<file path="src/rtl/tlb_miss_replay_queue.sv">
// Holding queue for AGU uops that missed the TLB; replays them once translated.
// Define TLBMQ_AGE_ORDER_EN to issue the oldest eligible entry instead of the highest index.
package tlb_miss_replay_queue_pkg;
    localparam int unsigned SQN_W    = 8;
    localparam int unsigned PW_VPN_W = 20;

    typedef struct packed {
        logic             taken;
        logic [SQN_W-1:0] sqN;
    } BranchProv;

    typedef struct packed {
        logic sv32en;
    } VirtMemState;

    typedef struct packed {
        logic                valid;
        logic                isSuperPage;
        logic [PW_VPN_W-1:0] vpn;
    } PageWalk_Res;

    typedef struct packed {
        logic             valid;
        logic [31:0]      addr;
        logic [SQN_W-1:0] sqN;
        logic             isStore;
        logic [1:0]       size;
    } AGU_UOp;
endpackage

module tlb_miss_replay_queue
    import tlb_miss_replay_queue_pkg::*;
#(
    parameter int unsigned SIZE  = 4,
    parameter int unsigned VPN_W = 20,
    parameter int unsigned SPN_W = 10
) (
    input  logic                      clk,
    input  logic                      rst,
    output logic [$clog2(SIZE+1)-1:0] OUT_free,
    output logic                      OUT_ready,
    input  BranchProv                 IN_branch,
    input  VirtMemState               IN_vmem,
    input  PageWalk_Res               IN_pw,
    input  logic                      IN_pwActive,
    input  logic                      IN_sfence,
    input  logic                      IN_enqueue,
    input  logic                      IN_uopReady,
    input  AGU_UOp                    IN_uop,
    input  logic                      IN_dequeue,
    output AGU_UOp                    OUT_uop
);
    localparam int unsigned IDX_W  = $clog2(SIZE);
    localparam int unsigned FREE_W = $clog2(SIZE + 1);

    logic [SIZE-1:0] ent_valid;
    logic [SIZE-1:0] ent_ready;
    AGU_UOp          ent_uop [SIZE];
    AGU_UOp          out_uop_q;

    logic [FREE_W-1:0] free_cnt;
    logic [IDX_W-1:0]  idx_in;
    logic [IDX_W-1:0]  idx_sel;
    logic              any_free;
    logic              any_elig;
    logic              enq_fire;
    logic              enq_ready;
    logic              issue;
    logic              out_kill;
    logic [SIZE-1:0]   ent_kill;
    logic [SIZE-1:0]   ent_wake;
    logic [SIZE-1:0]   eligible;

    // Wrap-safe: sqn is younger than the branch when (sqn - branch) is positive.
    function automatic logic br_kills(input BranchProv br, input logic [SQN_W-1:0] sqn);
        logic [SQN_W-1:0] d;
        d = sqn - br.sqN;
        return br.taken && !d[SQN_W-1] && (d != '0);
    endfunction

    function automatic logic is_older(input logic [SQN_W-1:0] a, input logic [SQN_W-1:0] b);
        logic [SQN_W-1:0] d;
        d = a - b;
        return d[SQN_W-1];
    endfunction

    function automatic logic pw_match(input PageWalk_Res pw, input logic [31:0] addr);
        logic m;
        if (pw.isSuperPage)
            m = (pw.vpn[VPN_W-1 -: SPN_W] == addr[31 -: SPN_W]);
        else
            m = (pw.vpn[VPN_W-1:0] == addr[31 -: VPN_W]);
        return m;
    endfunction

    always_comb begin
        free_cnt = '0;
        idx_in   = '0;
        any_free = 1'b0;
        for (int unsigned i = 0; i < SIZE; i++) begin
            if (!ent_valid[i]) begin
                free_cnt = free_cnt + FREE_W'(1);
                if (!any_free) begin
                    idx_in   = IDX_W'(i);
                    any_free = 1'b1;
                end
            end
        end
    end

    always_comb begin
        ent_kill = '0;
        ent_wake = '0;
        eligible = '0;
        for (int unsigned i = 0; i < SIZE; i++) begin
            ent_kill[i] = br_kills(IN_branch, ent_uop[i].sqN);
            ent_wake[i] = IN_pw.valid && !IN_sfence && pw_match(IN_pw, ent_uop[i].addr);
            eligible[i] = ent_valid[i] && (ent_ready[i] || !IN_pwActive) && !ent_kill[i];
        end
    end

    always_comb begin
        idx_sel  = '0;
        any_elig = 1'b0;
        for (int unsigned i = 0; i < SIZE; i++) begin
`ifdef TLBMQ_AGE_ORDER_EN
            if (eligible[i] && (!any_elig || is_older(ent_uop[i].sqN, ent_uop[idx_sel].sqN))) begin
`else
            if (eligible[i]) begin
`endif
                idx_sel  = IDX_W'(i);
                any_elig = 1'b1;
            end
        end
    end

    assign enq_fire  = IN_enqueue && IN_uop.valid && !br_kills(IN_branch, IN_uop.sqN) && any_free;
    assign enq_ready = !IN_sfence &&
                       (!IN_vmem.sv32en || IN_uopReady || (IN_pw.valid && pw_match(IN_pw, IN_uop.addr)));
    assign issue     = (!out_uop_q.valid || IN_dequeue) && any_elig;
    assign out_kill  = br_kills(IN_branch, out_uop_q.sqN);

    // Pessimistic: a held OUT_uop may still need a slot if it gets replayed again.
    assign OUT_free  = free_cnt - FREE_W'(out_uop_q.valid && (free_cnt != '0));
    assign OUT_ready = any_free;
    assign OUT_uop   = out_uop_q;

    always_ff @(posedge clk or negedge rst) begin
        if (!rst) begin
            ent_valid <= '0;
            ent_ready <= '0;
            out_uop_q <= '0;
        end else begin
            for (int unsigned i = 0; i < SIZE; i++) begin
                if (enq_fire && (idx_in == IDX_W'(i))) begin
                    ent_valid[i] <= 1'b1;
                    ent_ready[i] <= enq_ready;
                end else if (ent_valid[i]) begin
                    if (ent_kill[i] || (issue && (idx_sel == IDX_W'(i)))) begin
                        ent_valid[i] <= 1'b0;
                        ent_ready[i] <= 1'b0;
                    end else if (IN_sfence) begin
                        ent_ready[i] <= 1'b0;
                    end else if (ent_wake[i]) begin
                        ent_ready[i] <= 1'b1;
                    end
                end
            end

            if (issue) begin
                out_uop_q       <= ent_uop[idx_sel];
                out_uop_q.valid <= 1'b1;
            end else if (IN_dequeue || out_kill) begin
                out_uop_q.valid <= 1'b0;
            end
        end
    end

    always_ff @(posedge clk) begin
        if (enq_fire)
            ent_uop[idx_in] <= IN_uop;
    end

    a_no_enq_when_full: assert property (@(posedge clk) disable iff (!rst)
        !(IN_enqueue && IN_uop.valid && !any_free));

endmodule

</file>
<file path="config.mk">
export PLATFORM = sky130hd
export DESIGN_NAME = tlb_miss_replay_queue
export DESIGN_NICKNAME = d
export VERILOG_FILES = /design/src/rtl/tlb_miss_replay_queue.sv
export SDC_FILE = /design/constraint.sdc
export NUM_CORES = 1
export LEC_CHECK = 0
export CAP_MARGIN = 25
export CORE_ASPECT_RATIO = 0.6
export CORE_MARGIN = 4
export CORE_UTILIZATION = 57
export DETAILED_ROUTE_END_ITERATION = 10
export PLACE_DENSITY = 0.81
export SKIP_CTS_REPAIR_TIMING = 1
export SLEW_MARGIN = 10
export SYNTH_ARGS = -nofsm -noshare
export SYNTH_HDL_FRONTEND = slang
export SYNTH_SLANG_ARGS = --single-unit
</file>
<file path="constraint.sdc">
create_clock -name clk -period 4.35 [get_ports clk]
set_clock_uncertainty 0.2 [all_clocks]
set_input_delay 0.435 -clock clk [delete_from_list [all_inputs] [get_ports clk]]
set_output_delay 0.435 -clock clk [all_outputs]
set_load 0.03 [all_outputs]
</file>
==> results_dict.tcl <==
set metrics [dict create \
    nets 1215 \
    comb_power_share_pct 36.9 \
    grt_max_degree 59 \
    synthesis.area_sq_um 11600 \
    finalHoldViolCount 0 \
    max_stage_delay_ns 0.78 \
    synth.avg_cell_area_sq_um 12.7 \
    end_kind "flop" \
    p_sw_share_pct 34.7 \
    cts.clk_slew.worst_paths_ns 0.06 \
    wl_met3_mm 5.30 \
    finalMaxSlewViolations 0 \
    crit_family "simple AND/OR/NAND/NOR gates" \
    dp_hpwl_mm 24.0 \
    max_cap_violations 0 \
    drt_iter0_markers 1326 \
    setup_viol 0 \
    dieArea_sq_um 22800 \
    clockBufferDepth 3 \
    cts.root.buffer_cell "clkbuf_16" \
    leakage_uw 0.00536 \
    tightest_slew_ns 0.941 \
    via_count 8564 \
    period_needed_ns 4.11 \
    synth_cell_types 71 \
    ir_drop_mv 0.498 \
    synth_edf_count 172 \
    power_switching_uw 2670 \
    async_flop_share_pct 23.2 \
    layout_common_cells "edfxtp_1, clkdlybuf4s50_1, xnor2_1, nand2_1, xor2_1" \
    met2_wirelength_mm 13.0 \
    max_freq_mhz 243 \
    clock_latency_ns 0.51 \
    first_pass_iters 7 \
    power_per_cell_area_nw_per_um2 533 \
    slowest_stage "nor3_4" \
    area_growth_pct 23.9 \
    synth_fp_nets 1056 \
    synth_seq_area_share_pct 55.6 \
    cts_buffers 21 \
    die_x_um 192 \
    start_kind "flop" \
    rsz0062_at_grt "no" \
    io_pins 131 \
    seq_power_share_pct 37.3 \
    synth_flop_cell "edfxtp_1" \
    synth_seq_cells 224 \
    p_clk_share_pct 25.8 \
    fin_tns_setup_ns 0 \
    die_y_um 119 \
    antenna_left 0 \
    post_drt_wl_per_cell_um 24.2 \
    worstPathArrival_ns 4.35 \
    viasPerCell 6.27 \
    crit_buf_inv 1 \
    required_ns 4.59 \
    core_area_sq_um 20000 \
    grt_antenna_before_repair 0 \
    yosys_warnings 0 \
    portBuffers 130 \
    clkSinkCount 224 \
    overflow 0 \
    grt_pass1_vias 8314 \
    layout-drive-gt1-share_pct 14.1 \
    start_util_pct 58.1 \
    met1Wirelength_mm 14.2 \
    layout_setup_ws_ns 0.236 \
    grt_pass1_wl_mm 49.7 \
    routed_wirelength_mm 33.1 \
    criticalPathCategory "reg2reg" \
    row_count 40 \
    routabilityCongestion 0.975 \
    worstPathCellList "ha_1 > nor2b_2 > o2111ai_1 > a2111oi_0 > nor3_1 > or4_4 > and3_4 > nor3_4 > a222oi_1 > buf_4 > o21ai_1" \
    p_int_uw 5010 \
    drc 0 \
    pre_cts_slack_ns -0.161 \
    holdCritPathClass "in2async" \
    outcome "complete, no violations" \
    min_period_over_period_pct 94.6 \
    worst-path-max-fanout 14 \
    topRoutingLayerUsed "met4" \
    grtUsageTotal_pct 28.6 \
    h-tree-depth 1 \
    diodes 0 \
    final_common_cell "edfxtp_1" \
    ff2ff_setup_slack_ns 0.24 \
    cts_tree "yes" \
    syn_inst 919 \
    slew-limit-headroom_pct 37.0 \
]
## path summary, 6_finish.rpt
path	endpoint	from	cells past startpoint
max in group asynchronous	OUT_uop[15]	rst	3
max	OUT_uop[41]	ent_uop[2][4]	11
min reg2reg	OUT_uop[33]	OUT_uop[33]	2
max reg2reg	OUT_uop[41]	ent_uop[2][4]	11
min	OUT_uop[3]	rst	2
min in group clk	OUT_uop[33]	OUT_uop[33]	2
## worst reg2reg max path, stage by stage, from the launching register on
cell and delay (ns):
edfxtp_1 0.48, ha_1 0.31, nor2b_2 0.16, o2111ai_1 0.16, a2111oi_0 0.52, nor3_1 0.10
or4_4 0.55, and3_4 0.21, nor3_4 0.78, a222oi_1 0.25, buf_4 0.23, o21ai_1 0.10
## synth_stat cells, drive strengths merged (3+ instances only)
cell type	n	area share (%)
o21ai	66	2.8
a41o	3	0.26
nor3	11	0.57
fa	6	1.0
xnor2	77	5.8
nor2	25	0.83
or3	4	0.22
and3	6	0.37
a2111oi	3	0.23
buf	18	1.2
a222oi	43	3.7
xor2	53	4.0
a311oi	3	0.28
a21oi	23	0.99
a21o	11	0.71
a21boi	3	0.19
nand2b	10	0.54
o21a	6	0.39
nand3b	4	0.26
or4	4	0.32
dfrtp	52	11
nor4	14	0.75
ha	48	5.2
mux2i	8	0.69
mux2	41	4.0
a31oi	7	0.51
clkbuf	33	1.1
inv	34	1.1
o31ai	4	0.26
nand3	16	0.69
nand2	56	1.8
nor2b	9	0.51
nand4	13	0.70
edfxtp	172	44
## power groups by stage
stage                     Combinational, uW  Clock [uW]  Sequential (uW)
after floorplan                        1360           0             3210
after global placement                 2760           0             2890
after detailed placement               2830           0             2890
after CTS                              2860        2000             2860
after global routing                   3050        2090             2890
final                                  2830        1980             2860
## flip-flops by register name, summed over array words and instances, names as in the netlist
name and cells:
ent_uop 172, OUT_uop 44, ent_valid 4, ent_ready 4
## final cells by class
cell class	count	area, sq um
clock buffer	25	561
clock inverter	13	179
fill	1326	5610
inverter	34	128
multi-input combinational	610	4820
sequential	224	6470
tap	273	342
timing repair buffer	187	1910
## per-layer routing
layer	up-vias	track usage, %
li1	3806	-
met1	4113	45.7
met2	594	37.3
met3	51	10.7
met4	0	5.03
met5	-	0
## stage by stage
step	std cells	util, %	instance area (sq um)	power [uW]	hold WS, ns
after floorplan	919	-	11600	4570	-0.0606
after global placement	1327	68.2	13700	5650	0.0325
after detailed placement	1327	68.2	13700	5730	0.0298
after CTS	1365	71.9	14400	7720	-0.502
after global routing	1366	72.0	14400	8030	0.0566
final	1366	72.0	14400	7680	0.0471
## kinds of logic (layout without fill, tap and decap cells)
kind of cell / Yosys count / count (layout) / synth area share, %
DFF: 224 / 224 / 55.6
buffers and inverters: 85 / 259 / 3.36
AOI/OAI and AO/OA: 195 / 195 / 12.1
adders and majority gates: 54 / 54 / 6.20
and+or+nand+nor: 182 / 182 / 8.23
xor gates and xnor gates: 130 / 130 / 9.79
muxes: 49 / 49 / 4.66
(Power assumes the default switching activity.)
